==> config.mk <==
export PLATFORM = sky130hd
export DESIGN_NAME = alu_result_queue
export DESIGN_NICKNAME = d
export VERILOG_FILES = /design/src/rtl/alu_rq_pkg.sv /design/src/rtl/alu_rq_mem.sv /design/src/rtl/alu_result_queue.sv
export SDC_FILE = /design/constraint.sdc
export NUM_CORES = 1
export LEC_CHECK = 0
export ABC_AREA = 0
export CAP_MARGIN = 40
export CORE_UTILIZATION = 41
export DETAILED_ROUTE_END_ITERATION = 16
export GPL_TIMING_DRIVEN = 0
export PLACE_DENSITY_LB_ADDON = 0.3
export RECOVER_POWER = 100
export SLEW_MARGIN = 30
export SYNTH_ARGS = -nofsm -noshare
export SYNTH_HDL_FRONTEND = slang
export SYNTH_SLANG_ARGS = --single-unit
==> constraint.sdc <==
create_clock -name clk -period 2.35 [get_ports clk]
set_input_delay 0.47 -clock clk [delete_from_list [all_inputs] [get_ports clk]]
set_output_delay 0.47 -clock clk [all_outputs]
set_load 0.01 [all_outputs]
==> src/rtl/alu_rq_pkg.sv <==
// Shared constants and types for the ALU result queue.
// The flag bit order is fixed as {Cout, Negative, Zero, Overflow}, from bit 3 down to bit 0.
package alu_rq_pkg;

  localparam int SEL_W     = 4;
  localparam int FLAG_W    = 4;
  localparam int DEF_WIDTH = 32;

  localparam int FLAG_COUT = 3;
  localparam int FLAG_NEG  = 2;
  localparam int FLAG_ZERO = 1;
  localparam int FLAG_OVF  = 0;

  typedef struct packed {
    logic [DEF_WIDTH-1:0] y;
    logic [SEL_W-1:0]     sel;
    logic [FLAG_W-1:0]    flags;
  } rq_entry_t;

  function automatic logic [FLAG_W-1:0] pack_flags(input logic cout,
                                                   input logic neg,
                                                   input logic zero,
                                                   input logic ovf);
    logic [FLAG_W-1:0] f;
    f            = '0;
    f[FLAG_COUT] = cout;
    f[FLAG_NEG]  = neg;
    f[FLAG_ZERO] = zero;
    f[FLAG_OVF]  = ovf;
    return f;
  endfunction

endpackage

==> src/rtl/alu_rq_mem.sv <==
// Storage for the ALU result queue: a DEPTH-entry register array.
// Writes are synchronous; reads are asynchronous. The contents are not reset.
module alu_rq_mem #(
  parameter int DEPTH = 4,
  parameter int EW    = 40
) (
  input  logic                     clk,
  input  logic                     we,
  input  logic [$clog2(DEPTH)-1:0] waddr,
  input  logic [EW-1:0]            wdata,
  input  logic [$clog2(DEPTH)-1:0] raddr,
  output logic [EW-1:0]            rdata
);

  logic [EW-1:0] mem [DEPTH];

  always_ff @(posedge clk) begin
    if (we) begin
      mem[waddr] <= wdata;
    end
  end

  assign rdata = mem[raddr];

endmodule

==> src/rtl/alu_result_queue.sv <==
// A FIFO that holds ALU result words and their flags, placed between the ALU and the writeback stage.
// Optional feature: when ALU_RQ_STICKY_EN is defined, the sticky flag register is built.
module alu_result_queue
  import alu_rq_pkg::*;
#(
  parameter int DEPTH = 4,
  parameter int WIDTH = 32
) (
  input  logic                       clk,
  input  logic                       rst,
  input  logic                       in_valid,
  output logic                       in_ready,
  input  logic [WIDTH-1:0]           in_Y,
  input  logic [SEL_W-1:0]           in_sel,
  input  logic                       in_Cout,
  input  logic                       in_Negative,
  input  logic                       in_Zero,
  input  logic                       in_Overflow,
  output logic                       out_valid,
  input  logic                       out_ready,
  output logic [WIDTH-1:0]           out_Y,
  output logic [SEL_W-1:0]           out_sel,
  output logic [FLAG_W-1:0]          out_flags,
  output logic [$clog2(DEPTH+1)-1:0] count,
  input  logic                       sticky_clr,
  output logic [FLAG_W-1:0]          sticky_flags
);

  localparam int PW = $clog2(DEPTH);
  localparam int CW = $clog2(DEPTH+1);
  localparam int EW = WIDTH + SEL_W + FLAG_W;

  logic [PW-1:0]     wr_ptr;
  logic [PW-1:0]     rd_ptr;
  logic [FLAG_W-1:0] in_flags;
  logic [EW-1:0]     wr_entry;
  logic [EW-1:0]     rd_entry;
  logic              push;
  logic              pop;

  // Handshake: a beat transfers on a side when valid && ready are both high at a rising edge.
  // Both ready and valid depend only on the registered count, so a full queue
  // refuses a push even if it pops in the same cycle.
  assign in_ready  = (count != CW'(DEPTH));
  assign out_valid = (count != '0);
  assign push      = in_valid && in_ready;
  assign pop       = out_valid && out_ready;

  assign in_flags = pack_flags(in_Cout, in_Negative, in_Zero, in_Overflow);
  assign wr_entry = {in_Y, in_sel, in_flags};

  alu_rq_mem #(
    .DEPTH (DEPTH),
    .EW    (EW)
  ) u_mem (
    .clk   (clk),
    .we    (push),
    .waddr (wr_ptr),
    .wdata (wr_entry),
    .raddr (rd_ptr),
    .rdata (rd_entry)
  );

  assign out_Y     = rd_entry[EW-1 -: WIDTH];
  assign out_sel   = rd_entry[FLAG_W +: SEL_W];
  assign out_flags = rd_entry[FLAG_W-1:0];

  // The pointers wrap naturally because DEPTH is a power of two.
  always_ff @(posedge clk) begin
    if (rst) begin
      wr_ptr <= '0;
      rd_ptr <= '0;
      count  <= '0;
    end else begin
      if (push) begin
        wr_ptr <= wr_ptr + 1'b1;
      end
      if (pop) begin
        rd_ptr <= rd_ptr + 1'b1;
      end
      case ({push, pop})
        2'b10:   count <= count + 1'b1;
        2'b01:   count <= count - 1'b1;
        default: count <= count;
      endcase
    end
  end

`ifdef ALU_RQ_STICKY_EN
  // A clear discards the old contents, but the flags of a push in the same cycle still land.
  always_ff @(posedge clk) begin
    if (rst) begin
      sticky_flags <= '0;
    end else if (sticky_clr) begin
      sticky_flags <= push ? in_flags : '0;
    end else if (push) begin
      sticky_flags <= sticky_flags | in_flags;
    end
  end
`else
  logic sticky_unused;
  assign sticky_unused = sticky_clr;
  assign sticky_flags  = '0;
`endif

endmodule

; ---- Yosys cells after proc, flatten, opt, wreduce, memory -nomap -nowiden
; Memory sizes are Yosys's and may differ from the RTL's. A register that Yosys moved wholly into a read port is not among the register bits.
; Index checks and enable logic that the tools add are counted.
[word_totals]
output_inout_bits = 49
register_bits = 7
ram_bits = 160
n_memories = 1
[op_classes]
addsub = 4
n_reduce_logical = 4
n_eq_ne = 3
mux = 5
[mem_list]
columns = name, depth, word_bits, read_ports, rd_clocked_by_memory_dff, write_ports, line_no
row1 = u_mem.mem, 4, 40, 1, 1, 1, alu_rq_mem.sv:15  ; logic [EW-1:0] mem [DEPTH];
[op_table]
columns = operator, count
row1 = 3-bit one-hot mux with 2 select lines, 1
row2 = "2-bit by 1-bit adder with 2-bit output, second input constant", 2
row3 = 2-bit two-way mux, 2
row4 = "3-bit by 1-bit adder with 3-bit output, second input constant", 1
row5 = "3-bit != test, second input constant", 1
row6 = 3-bit nonzero test, 1
row7 = "3-bit by 1-bit subtractor with 3-bit output, second input constant", 1
row8 = "2-bit by 1-bit == test with 1-bit output, second input constant", 1
row9 = "2-bit == test, second input constant", 1
row10 = 1-bit logical AND, 2
row11 = 1-bit two-way mux, 2
row12 = 2-bit nonzero test, 1

; ---- Depth between registers and ports, before layout
[logic_depth]
depth_word = 4
mapped_depth = 9
mapped_depth_nobuf = 9

; ---- Cells and area by module
; Synthesis repeated with hierarchy kept, for this count alone.
[hier_totals]
cells_unflattened = 258
area_unflattened_um2 = 6242.2
[by_module_without_submodules]
columns = mod, seq_area_each_um2, area_per_inst_um2, cells_per_inst, n_inst
row1 = alu_rq_mem, 4804.6, 5848.1, 213, 1
row2 = alu_result_queue, 140.1, 394.1, 45, 1

; ---- Least setup slack after synthesis
; OpenSTA, ideal clock, no wires.
[synth_path]
kind = reg2reg
startpoint = register count[0]
endpoint = memory u_mem.mem[1][0] (enable)
period_less_slack_ns = 2.224
path_stages_with_launch = 4
path_slack_ns = 0.126
t_arrival_ns = 1.822
setup_time_ns = 0.401
path_cell_list = dfxtp_1 -> nor2_1 -> a21boi_2 -> and2_1
[synth_via]
elab_chain_cells = 4
[synth_lines]
columns = element, line_no
row1 = from (decl), alu_result_queue.sv:24  ; output logic [$clog2(DEPTH+1)-1:0] count,
row2 = from (signal assigned), alu_result_queue.sv:82  ; 2'b10: count <= count + 1'b1;
row3 = from (signal assigned), alu_result_queue.sv:83  ; 2'b01: count <= count - 1'b1;
row4 = from (signal assigned), alu_result_queue.sv:84  ; default: count <= count;
row5 = 3-bit != test, alu_result_queue.sv:44  ; assign in_ready = (count != CW'(DEPTH));
row6 = 1-bit logical AND, alu_result_queue.sv:46  ; assign push = in_valid && in_ready;
row7 = 1-bit two-way mux, alu_rq_mem.sv:18  ; if (we) begin
row8 = 1-bit two-way mux (not written as such), alu_rq_mem.sv:19  ; mem[waddr] <= wdata;
row9 = to (decl), alu_rq_mem.sv:15
; Every way passes these cells.

==> flow_summary_export.csv <==
group,metric,value,unit
status,outcome,"complete, no violations",
pwr,peak_supply_drop,0.563,mV
cells_and_area,fillers,1206,
floorplanning,starting_utilization_of_the_core_area,0.418,
setup_path,critical_path.n_buffers_inverters,4,
setup_path,largest_delay_share_family_worst_path,"buffers and inverters",
sta,fin_skew,0.00976,ns
clock_tree,clock_slew_at_reported_path_ffs,0.06,ns
cells_and_area,final_net_count,436,
sta,max_clock_freq,0.436,GHz
clock_tree,h-tree-depth,4,
setup_path,crit_path_max_fanout,6,
sta,rsz0062_at_grt,"true",
floorplanning,io-pin-count,94,
placement,finalWeightedCongestion,0.670,
sta,finalMaxSlewViolations,0,
sta,worst_slew_pin_slew,0.544,ns
synthesis,synth_cell_types,26,
synthesis,yosys_most_used_dff,"sky130_fd_sc_hd__edfxtp_1",
hold_path,class_of_the_tightest_hold_or_removal_check,"in2reg",
floorplanning,die-area,15900,um2
sta,timing.final.crit_share,0.976,
cells_and_area,seq_area,4990,um2
pwr,post-layout-total-power,9040,uW
sta,post-route-min-period,2.29,ns
clock_tree,clock-sinks,169,
clock_tree,longest_clk_path_bufs,2,
pwr,cellPowerDensity,1110,nW/um2
placement,placed_cells_incl_taps,548,
cells_and_area,multi_input_area,1190,um2
global_routing,gr_util_all_layers,0.149,
floorplanning,core.rowCount,45,
sta,relSlewSlack,0.638,
setup_path,cp.required,1.88,ns
floorplanning,floorplan.die.width,126,um
cells_and_area,layout-drive-gt1-share,0.304,
cells_and_area,most-common-layout-cells,"sky130_fd_sc_hd__edfxtp_1, sky130_fd_sc_hd__dlygate4sd3_1, sky130_fd_sc_hd__mux4_2",
setup_path,crit_path_cell_trace,"buf_12 -> buf_12 -> buf_12 -> mux4_2 -> buf_6",
routing,detailedRoute.firstIterationViolations,171,
run,max_cap_violations,0,
clock_tree,tritoncts,"built",
setup_path,timing.critical_path.slowest_stage_cell,"sky130_fd_sc_hd__mux4_2",
sta,setup_ws,0.0571,ns
routing,drc,0,
cells_and_area,most_common_cell_after_layout_fill_and_taps_aside,"sky130_fd_sc_hd__edfxtp_1",
floorplanning,die_height,126,um
setup_path,crit_top_cell,"sky130_fd_sc_hd__buf_12",
clock_tree,tritoncts.num_buffers,17,
synthesis,syn-instance-count,266,
sta,worst_hold_slack,0.395,ns
sta,setup_violations,0,
synthesis,syn-cell-area,6330,um2
clock_tree,root_buffer,"sky130_fd_sc_hd__clkbuf_16",
pwr,total_leakage_power,0.00271,uW
sta,finalHoldViolCount,0,
synthesis,postSynthRegisterBits,169,
global_routing,gr-total-overflow,0,
synthesis,number_of_flops_mapped_to_enable_cells_by_yosys,160,
synthesis,postSynthAreaPerCell,23.8,um2
synthesis,register_area_share_after_synthesis,0.788,
setup_path,cp-end-kind,"primary output",
routing,firstDrtPassIters,4,
routing,drt.antenna.violating_nets,0,
placement,io_buffer_count,87,
clock_tree,cts_hold_buf,0,
routing,routed_wl,10.6,mm
clock_tree,worst_skew_pair.late_latency,0.42,ns
setup_path,worst-endpoint-arrival,1.82,ns
placement,hpwl_dp,6.40,mm
routing,wire_per_inst,18.1,um
global_routing,antenna_found_initial,1,
global_routing,grt_pass1_wl,16.9,mm
cells_and_area,finalNonFillerCells,587,
setup_path,worst-r2r-setup-slack,0.24,ns
synthesis,ys_async_sr_fraction,0,
cells_and_area,syn_to_final_growth,28.6,%
placement,dp_worst_slack,-0.137,ns
setup_path,crit_path_start_kind,"flop",
routing,vias,2916,
global_routing,pin_count_of_the_biggest_net_entering_global_routing,26,
floorplanning,core,15100,um2
synthesis,synth-warning-count,0,
setup_path,crit_path_max_incr_delay,0.52,ns
routing,vias_per_cell,4.97,
setup_path,timing_worst_setup_path_type,"reg2out",
global_routing,number_of_global_route_vias_before_repair,3126,
## cells in the mapped netlist (2+ instances only)
cell                       instances  share of area
sky130_fd_sc_hd__or3_1             2         0.0020
sky130_fd_sc_hd__a21oi_1           2         0.0016
sky130_fd_sc_hd__mux4_2           40           0.14
sky130_fd_sc_hd__and2_1            4         0.0040
sky130_fd_sc_hd__dfxtp_1           9          0.028
sky130_fd_sc_hd__buf_12            4          0.013
sky130_fd_sc_hd__xor2_1            3         0.0042
sky130_fd_sc_hd__nand2b_1          2         0.0020
sky130_fd_sc_hd__inv_1             6         0.0036
sky130_fd_sc_hd__edfxtp_1        160           0.76
sky130_fd_sc_hd__buf_2             4         0.0032
sky130_fd_sc_hd__nor2_1            9         0.0053
sky130_fd_sc_hd__buf_4             4         0.0047
sky130_fd_sc_hd__ha_1              5         0.0099
## worst reg2reg max path: cells and delay by family (launching register included)
kind | cells | cell delay [ns]
DFF | 1 | 0.46
buffers and inverters | 1 | 0.35
AOI/OAI and AO/OA | 1 | 0.31
and+or+nand+nor | 2 | 0.65
## state kept, by name, indices dropped and copies added, names as in the netlist, named ones only
signal / flops
u_mem.mem: 160
count: 3
rd_ptr: 2
wr_ptr: 2
## stage by stage
step | TNS [ns] | util | area [um2]
after floorplan | 0 | - | 6340
after global placement | -178.81 | 0.492 | 7440
after detailed placement | -0.157 | 0.497 | 7530
after CTS | -0.0920 | 0.539 | 8160
after global routing | -0.0113 | 0.537 | 8130
final | 0 | 0.537 | 8130
## routing by layer
| layer | global-route usage | wire [um] | up-vias |
|---|---|---|---|
| met3 | 0.0523 | 472 | 15 |
| li1 | - | - | 1334 |
| met4 | 0.0680 | 180 | 0 |
| met5 | 0 | 0 | - |
| met1 | 0.186 | 4690 | 1492 |
| met2 | 0.235 | 5280 | 75 |
## final timing paths
| check | startpoint | to | depth (start not counted) |
|---|---|---|---|
| max | flop | out_Y[24] | 5 |
| min | rst | count[0]$_SDFFE_PP0P_ | 2 |
| max reg2reg | count[0]$_SDFFE_PP0P_ | u_mem.mem[3][14]$_DFFE_PP_ | 4 |
| min reg2reg | wr_ptr[1]$_SDFFE_PP0P_ | wr_ptr[1]$_SDFFE_PP0P_ | 2 |
## area by class of cell
cell class | instances | share of cell area
clock buffers | 17 | 0.0523
plain buffers | 14 | 0.0195
multi-input cells | 80 | 0.146
diodes | 1 | 0.000308
repair buffers | 97 | 0.109
inverters | 6 | 0.00277
well taps | 188 | 0.0289
flip-flops and latches | 169 | 0.613
clock inverters | 15 | 0.0275
## cells by family (layout without fill, tap and decap cells)
family	count (synthesis)	after routing	share of synthesized area
AO/OA/AOI/OAI	6	6	0.00692
XOR/XNOR	4	4	0.00554
adder cells (fa/ha/maj)	6	6	0.0131
buffers and inverters	20	149	0.0265
flip-flops	169	169	0.788
multiplexers	42	42	0.146
other	1	5	0.000593
AND/OR/NAND/NOR	18	18	0.0138
## power breakdown
group / internal, uW / switching [uW]
logic: 1290 / 1030
registers: 3630 / 98.5
clock network: 1880 / 1110
total: 6810 / 2240
## repair_timing
item / 4_1_cts / 5_1_grt
pin swaps: 0 / 0
gates cloned: 1 / 0
gates resized for setup: 128 / 12
buffers inserted: 5 / 0
endpoints found under the setup margin: 40 / 27
(Power assumes the default switching activity.)
